==> src/rtl/fetch_sequencer.sv <==
`default_nettype none
// ============================================================================
// Module      : fetch_sequencer
// Description : Fetch-stage controller. Owns the fetch PC and issues one word
//               address per cycle to a synchronous-read instruction memory.
//               The word returned one cycle later is captured into a 2-entry
//               FIFO whose head is offered to decode over valid/ready.
//               Handles redirects and flags misaligned or out-of-range fetch
//               PCs with a sticky error that halts issue until reset.
// Ports       : clk, reset          - clock, synchronous active-high reset
//               imem_addr          - registered word address to memory
//               imem_instr         - word for the address sampled last edge
//               redirect_valid/pc  - one-cycle restart request and target
//               if_valid/ready     - handshake towards decode
//               if_pc/if_instr     - head-of-buffer PC and instruction
//               fetch_err          - sticky fault flag
// Revision    : 1.0 - initial release
// ============================================================================
module fetch_sequencer #(
  parameter logic [31:0] RESET_PC   = 32'h0000_0000,
  parameter int unsigned IMEM_BYTES = 64
) (
  input  logic        clk,
  input  logic        reset,
  output logic [31:0] imem_addr,
  input  logic [31:0] imem_instr,
  input  logic        redirect_valid,
  input  logic [31:0] redirect_pc,
  output logic        if_valid,
  input  logic        if_ready,
  output logic [31:0] if_pc,
  output logic [31:0] if_instr,
  output logic        fetch_err
);

  typedef enum logic [0:0] {
    ST_RUN  = 1'b0,
    ST_HALT = 1'b1
  } state_t;

  localparam logic [31:0] LAST_PC = 32'(IMEM_BYTES - 4);

  state_t      state_q, state_d;
  logic [31:0] fetch_pc_q, fetch_pc_d;
  logic        inflight_q, inflight_d;
  logic [31:0] inflight_pc_q, inflight_pc_d;
  logic [1:0]  occ_q, occ_d;
  logic [31:0] pc0_q, pc0_d, ins0_q, ins0_d;   // entry 0 is the head
  logic [31:0] pc1_q, pc1_d, ins1_q, ins1_d;
  logic        err_q, err_d;

  logic        pop;
  logic        push;
  logic        pc_legal;
  logic        redir_legal;
  logic        redir_take;
  logic [1:0]  occ_after_pop;

  always_comb begin
    state_d       = state_q;
    fetch_pc_d    = fetch_pc_q;
    inflight_d    = 1'b0;
    inflight_pc_d = inflight_pc_q;
    occ_d         = occ_q;
    pc0_d         = pc0_q;
    ins0_d        = ins0_q;
    pc1_d         = pc1_q;
    ins1_d        = ins1_q;
    err_d         = err_q;
    push          = 1'b0;

    pop           = (occ_q != 2'd0) && if_ready;
    pc_legal      = (fetch_pc_q[1:0] == 2'b00) && (fetch_pc_q <= LAST_PC);
    redir_legal   = (redirect_pc[1:0] == 2'b00) && (redirect_pc <= LAST_PC);
    redir_take    = (state_q == ST_RUN) && redirect_valid;
    occ_after_pop = occ_q - {1'b0, pop};

    // A pop always completes, even in a redirect cycle: shift entry 1 forward.
    if (pop) begin
      pc0_d  = pc1_q;
      ins0_d = ins1_q;
    end

    if (redir_take) begin
      // Flush the buffer and drop the word returning this cycle.
      occ_d = 2'd0;
      if (redir_legal) begin
        fetch_pc_d = redirect_pc;
      end else begin
        err_d   = 1'b1;
        state_d = ST_HALT;
      end
    end else begin
      push = inflight_q;
      if (push) begin
        if (occ_after_pop == 2'd0) begin
          pc0_d  = inflight_pc_q;
          ins0_d = imem_instr;
        end else begin
          pc1_d  = inflight_pc_q;
          ins1_d = imem_instr;
        end
      end
      occ_d = occ_after_pop + {1'b0, push};

      if (state_q == ST_RUN) begin
        if (!pc_legal) begin
          err_d   = 1'b1;
          state_d = ST_HALT;
        end else if (occ_d < 2'd2) begin
          // occ_d equals occ + inflight - pop, so this is the room check.
          inflight_d    = 1'b1;
          inflight_pc_d = fetch_pc_q;
          fetch_pc_d    = fetch_pc_q + 32'd4;
        end
      end
    end
  end

  always_ff @(posedge clk) begin
    if (reset) begin
      state_q       <= ST_RUN;
      fetch_pc_q    <= RESET_PC;
      inflight_q    <= 1'b0;
      inflight_pc_q <= '0;
      occ_q         <= 2'd0;
      pc0_q         <= '0;
      ins0_q        <= '0;
      pc1_q         <= '0;
      ins1_q        <= '0;
      err_q         <= 1'b0;
    end else begin
      state_q       <= state_d;
      fetch_pc_q    <= fetch_pc_d;
      inflight_q    <= inflight_d;
      inflight_pc_q <= inflight_pc_d;
      occ_q         <= occ_d;
      pc0_q         <= pc0_d;
      ins0_q        <= ins0_d;
      pc1_q         <= pc1_d;
      ins1_q        <= ins1_d;
      err_q         <= err_d;
    end
  end

  // A response may never arrive into a full buffer that is not being drained.
  a_no_overflow: assert property (@(posedge clk) disable iff (reset)
    !(inflight_q && !redir_take && (occ_q == 2'd2) && !pop));

  assign imem_addr = fetch_pc_q;
  assign if_valid  = (occ_q != 2'd0);
  assign if_pc     = if_valid ? pc0_q  : 32'd0;
  assign if_instr  = if_valid ? ins0_q : 32'd0;
  assign fetch_err = err_q;

endmodule
`default_nettype wire

==> config.mk <==
export PLATFORM = sky130hd
export DESIGN_NAME = fetch_sequencer
export DESIGN_NICKNAME = d
export VERILOG_FILES = /design/src/rtl/fetch_sequencer.sv
export SDC_FILE = /design/constraint.sdc
export NUM_CORES = 1
export LEC_CHECK = 0
export CAP_MARGIN = 20
export CELL_PAD_IN_SITES_DETAIL_PLACEMENT = 1
export CELL_PAD_IN_SITES_GLOBAL_PLACEMENT = 1
export CORE_AREA = 2 2 178 127
export CTS_BUF_LIST = sky130_fd_sc_hd__clkbuf_16
export DETAILED_ROUTE_END_ITERATION = 8
export DIE_AREA = 0 0 180 129
export PLACE_DENSITY = 0.86
export SYNTH_ARGS = -nofsm -noshare
export SYNTH_HDL_FRONTEND = slang
export SYNTH_SLANG_ARGS = --single-unit
==> constraint.sdc <==
create_clock -name clk -period 3.35 [get_ports clk]
set_input_delay 0.67 -clock clk [delete_from_list [all_inputs] [get_ports clk]]
set_output_delay 0.67 -clock clk [all_outputs]
set_load 0.01 [all_outputs]
# Yosys cells after proc, flatten, opt, wreduce, memory -nomap -nowiden
# Cells that the tools add are included.
word_totals:
  ff_bits: 197
  word_cells: 63
  in_bits: 68
op_classes:
  n_bitwise: 4
  eq_ne: 4
  add_sub_neg: 3
  magnitude_cmp: 3
  reduce_logical: 16
  mux: 23
ops:
  columns: ["op", "count"]
  rows:
  - ["$mux 32", 15]
  - ["$le 32x6->1 const B", 2]
  - ["$add 32x3->32 const B", 1]
  - ["$mux 1", 8]
  - ["$reduce_and 4->1", 2]
  - ["$logic_not 2->1", 3]
  - ["$reduce_and 3->1", 2]
  - ["$reduce_bool 2->1", 3]
  - ["$logic_and 1x1->1", 4]
  - ["$ne 2x1->1 const B", 2]
  - ["$ne 2x2->1 const B", 2]
  - ["$not 1->1", 4]
  - ["$reduce_or 4->1", 1]
  - ["$add 2x1->2", 1]
  - ["$lt 2x2->1 const B", 1]
  - ["$reduce_or 2->1", 1]
  - ["$sub 2x1->2", 1]

# Longest topological paths before layout
depth:
  ltp_word: 9
  mapped_depth: 14
  ltp_nobuf: 11

# Worst setup path before layout
# No wires, ideal clock.
synth_path:
  kind: "input to register"
  from: "input if_ready"
  to: "register inflight_pc_q[10]"
  t_arrival_ns: 2.526
  n_path_buf: 2
  stages: 12
  setup_ns: 0.113
  path_slack_ns: 0.711
  cell_sequence: "nand2_1 inv_1 clkbuf_1 ha_1 inv_1 ha_1 xnor3_1 nand2_2 nor4_4 nor2_4 buf_6 and2_4"
synth_between:
  elab_chain_len: 5
synth_rtl:
  columns: ["item", "line_no", "text"]
  rows:
  - ["start: declaration", "30", "input logic if_ready,"]
  - ["$logic_and 1x1->1", "72", "pop = (occ_q != 2'd0) && if_ready;"]
  - ["$sub 2x1->2", "76", "occ_after_pop = occ_q - {1'b0, pop};"]
  - ["$add 2x1->2", "104", "occ_d = occ_after_pop + {1'b0, push};"]
  - ["$lt 2x2->1", "110", "end else if (occ_d < 2'd2) begin"]
  - ["$reduce_and 4->1 (no line)", null, null]
  - ["end signal: assignment", "136", "inflight_pc_q <= inflight_pc_d;"]
  - ["end: declaration", "46", "logic [31:0] inflight_pc_q, inflight_pc_d;"]
# No other way between the ends.
# A chain may end at the register's enable or synchronous reset.

# Final worst setup path
layout_path:
  from: "register occ_q[1]"
  to: "output if_pc[3]"
layout_between:
  elab_chain_len: 2
layout_rtl:
  columns: ["item", "line_no", "text"]
  rows:
  - ["start: declaration", "47", "logic [1:0] occ_q, occ_d;"]
  - ["start signal: assignment", "126", "occ_q <= 2'd0;"]
  - ["start signal: assignment", "137", "occ_q <= occ_d;"]
  - ["$reduce_bool 2->1", "151", "assign if_valid = (occ_q != 2'd0);"]
  - ["$mux 32", "152", "assign if_pc = if_valid ? pc0_q : 32'd0;"]
  - ["end: declaration", "31", "output logic [31:0] if_pc,"]
# No other way between the ends.

==> impl_metrics.py <==
metrics = {
    "power": {
        "internal_power_w": 0.00371,
        "p_sw_frac": 0.290,
        "clkPwrFrac": 0.389,
        "pwr-share-seq": 0.481,
        "total_power_w": 0.00522,
        "combPwrFrac": 0.130,
        "power.switching_w": 0.00151,
        "p_leak_nw": 3.63,
        "powerDensity_mw_per_mm2": 509,
        "ir_drop_uv": 348,
    },
    "drt": {
        "via_count": 7043,
        "wire_per_inst_um": 17.4,
        "final_antenna_net_count": 0,
        "drcViolationCount": 0,
        "viasPerCell": 5.17,
        "dr.pass1.iters": 4,
        "drtIter0Drc": 392,
        "wirelength_um": 23700,
    },
    "yosys": {
        "syn_area_per_cell_um2": 8.32,
        "synth_top_cell_area_share": 0.503,
        "synth_largest_area_cell": "dfxtp_1",
        "ys_ff_latch": 197,
        "synth_cells": 943,
        "syn_area_mm2": 0.00784,
        "synth_cell_types": 42,
        "synth_nets": 1014,
        "ys_warn_count": 0,
        "yosys-top-cells-area": "dfxtp_1 50%, nand2_1 13%, a311oi_1 7.4%",
        "ys_seq_area_frac": 0.503,
    },
    "grt": {
        "gr-usage-all-layers": 0.207,
        "antenna_found_initial": 0,
        "grt_overflow": 0,
        "grt_pass1_vias": 7328,
        "grt_max_degree": 129,
        "grt_pass1_wl_um": 38700,
    },
    "timing": {
        "skew_ns": 0.0153,
        "grt_setup_unrepaired": "false",
        "fin_tns_setup_ns": 0,
        "maxSlewViolCount": 0,
        "fmax_ghz": 0.330,
        "worst_pin_slew_ns": 0.792,
        "relSlewSlack": 0.472,
        "hold_viol": 0,
        "fin_crit_sh": 0.904,
        "setup_viol": 0,
        "min_period_ns": 3.03,
    },
    "cts": {
        "cts-resized-gates": 0,
        "clk_pin_slew_ns": 0.07,
        "cts_tree": "yes",
        "clockRootBuffer": "clkbuf_16",
        "postCtsHoldBufs": 0,
        "numCtsBuffers": 17,
        "clockBufferDepth": 2,
        "clk-insertion-delay-late_ns": 0.44,
        "clock-sinks": 197,
        "post_cts_buffers": 0,
        "htree_levels": 4,
    },
    "finish": {
        "fillers": 2503,
        "nNetsFinal": 1138,
        "n_antenna_cell": 0,
        "fin_util": 0.478,
        "drive_above_1_share": 0.0722,
        "areaGrowthSynthToFinish_pct": 30.7,
        "multi_input_area_mm2": 0.00356,
        "register_area_mm2": 0.00394,
    },
    "floorplanning": {
        "io_pins": 166,
        "die_w_um": 180,
        "dieArea_mm2": 0.0232,
        "num_rows": 45,
        "die_y_um": 129,
        "initial_core_util": 0.366,
        "core_mm2": 0.0215,
    },
    "worst_setup_path": {
        "worstPathRequired_ns": 2.68,
        "critPathKind": "flip-flop to output pin",
        "critPathArrivalTime_ns": 2.36,
        "endpoint_kind": "output pin",
        "critPathLaunchType": "flip-flop",
        "critPathMaxFanout": 65,
    },
    "status": {
        "status": "finished clean",
    },
    "placed_design": {
        "dp_hpwl_um": 14900,
        "gp_congestion": 0.787,
        "portBuffers": 165,
    },
    "flow_run": {
        "drv_cap": 0,
    },
    "worst_hold_path": {
        "hold_class": "flip-flop to flip-flop",
    },
}
[registers in the layout, indices dropped and copies added, names as in the netlist]
register       cells
pc1_q             32
inflight_pc_q     32
ins1_q            32
fetch_err          1
imem_addr         32
ins0_q            32
occ_q              2
state_q            1
pc0_q             32
inflight_q         1
[synthesized netlist by cell type]
cell type	instances
nand2_1	267
dfxtp_1	197
and2_1	85
nor2_1	80
a21oi_1	68
a311oi_1	66
clkbuf_1	47
and2_4	20
buf_2	14
nor4_1	12
nor3b_1	10
buf_1	9
a31oi_1	7
nand3_1	6
nand4_1	6
inv_1	5
mux2i_1	4
nor3_1	4
a21o_1	3
a32o_1	3
ha_1	3
and3_1	2
buf_6	2
nand2_2	2
nand2b_1	2
nor4_4	2
o21ai_1	2
a22o_1	1
and2b_1	1
buf_4	1
clkbuf_8	1
nand3b_1	1
nor2_4	1
nor3b_2	1
nor4_2	1
o211ai_1	1
o21ai_0	1
o2bb2ai_1	1
o31ai_1	1
or2_1	1
xnor2_1	1
xnor3_1	1
[power by group through the flow]
stage                     Combinational [W]  Sequential (W)  Clock (W)
after global placement             0.000658         0.00256          0
after floorplan                    0.000398         0.00254          0
after global routing               0.000749         0.00252    0.00218
after CTS                          0.000689         0.00251    0.00207
final                              0.000678         0.00251    0.00203
after detailed placement           0.000682         0.00256          0
[critical path, cell delays in order, from the launching register on]
cell,delay (ns)
dfxtp_1,0.37
or2_2,0.15
buf_4,0.50
and2_1,0.31
clkdlybuf4s50_1,0.57
[area by class of cell]
| class | count | share of cell area |
|---|---|---|
| tap | 282 | 0.0344 |
| clock inverter | 15 | 0.0164 |
| inverter | 5 | 0.00183 |
| multi-input combinational | 667 | 0.348 |
| clock buffer | 17 | 0.0415 |
| timing repair buffer | 179 | 0.174 |
| sequential | 197 | 0.385 |
[per-layer routing]
layer / routed length [µm] / track usage / vias up
li1: - / - / 3412
met1: 11600 / 0.276 / 3476
met2: 11000 / 0.349 / 141
met3: 938 / 0.0433 / 14
met4: 158 / 0.0426 / 0
met5: 0 / 0 / -
[through the flow]
step / setup slack (ns) / instances / area (µm²) / hold WS [ns]
floorplan: 0.711 / 943 / 7840 / 0.432
global placement: 0.434 / 1330 / 9660 / 0.442
detailed placement: 0.334 / 1330 / 9660 / 0.448
CTS: 0.279 / 1362 / 10300 / 0.460
global route: 0.188 / 1362 / 10300 / 0.473
finish: 0.320 / 1362 / 10300 / 0.456
[final timing paths]
kind,startpoint,to,slack (ns),cells after the start
worst max-delay path,occ_q[1]$_SDFF_PP0_,if_pc[3],0.32,4
worst min-delay path,ins1_q[24]$_SDFFE_PP0P_,ins1_q[24]$_SDFFE_PP0P_,0.46,2
worst max register to register,occ_q[1]$_SDFF_PP0_,inflight_pc_q[5]$_SDFFE_PP0P_,0.78,12
worst min register to register,ins1_q[24]$_SDFFE_PP0P_,ins1_q[24]$_SDFFE_PP0P_,0.46,2
[logic make-up (layout without fill, tap and decap cells)]
group                    Yosys count  in the layout  synth area share
AO/OA/AOI/OAI                    154            154             0.135
XOR/XNOR                           2              2           0.00399
adder cells (fa/ha/maj)            3              3           0.00479
buffers and inverters             79            216            0.0437
flip-flops                       197            197             0.503
multiplexers                       4              4           0.00511
AND/OR/NAND/NOR                  504            504             0.304
[layout by cell type (no fill, tap or decap), types with 4 or more instances in the layout]
master           instances
nand2_1                266
inv_1                    5
mux2i_1                  4
nor3b_1                 10
a21oi_1                 68
clkinv_8                 5
a311oi_1                66
and2_4                  20
dfxtp_1                197
nand3_1                  5
and2_1                  85
clkbuf_16               17
clkdlybuf4s50_1        164
nor2_1                  80
a31oi_1                  7
nor3_1                   4
nand4_1                  6
buf_4                   13
nor4_1                  12
Power figures use the tool's default switching activity.
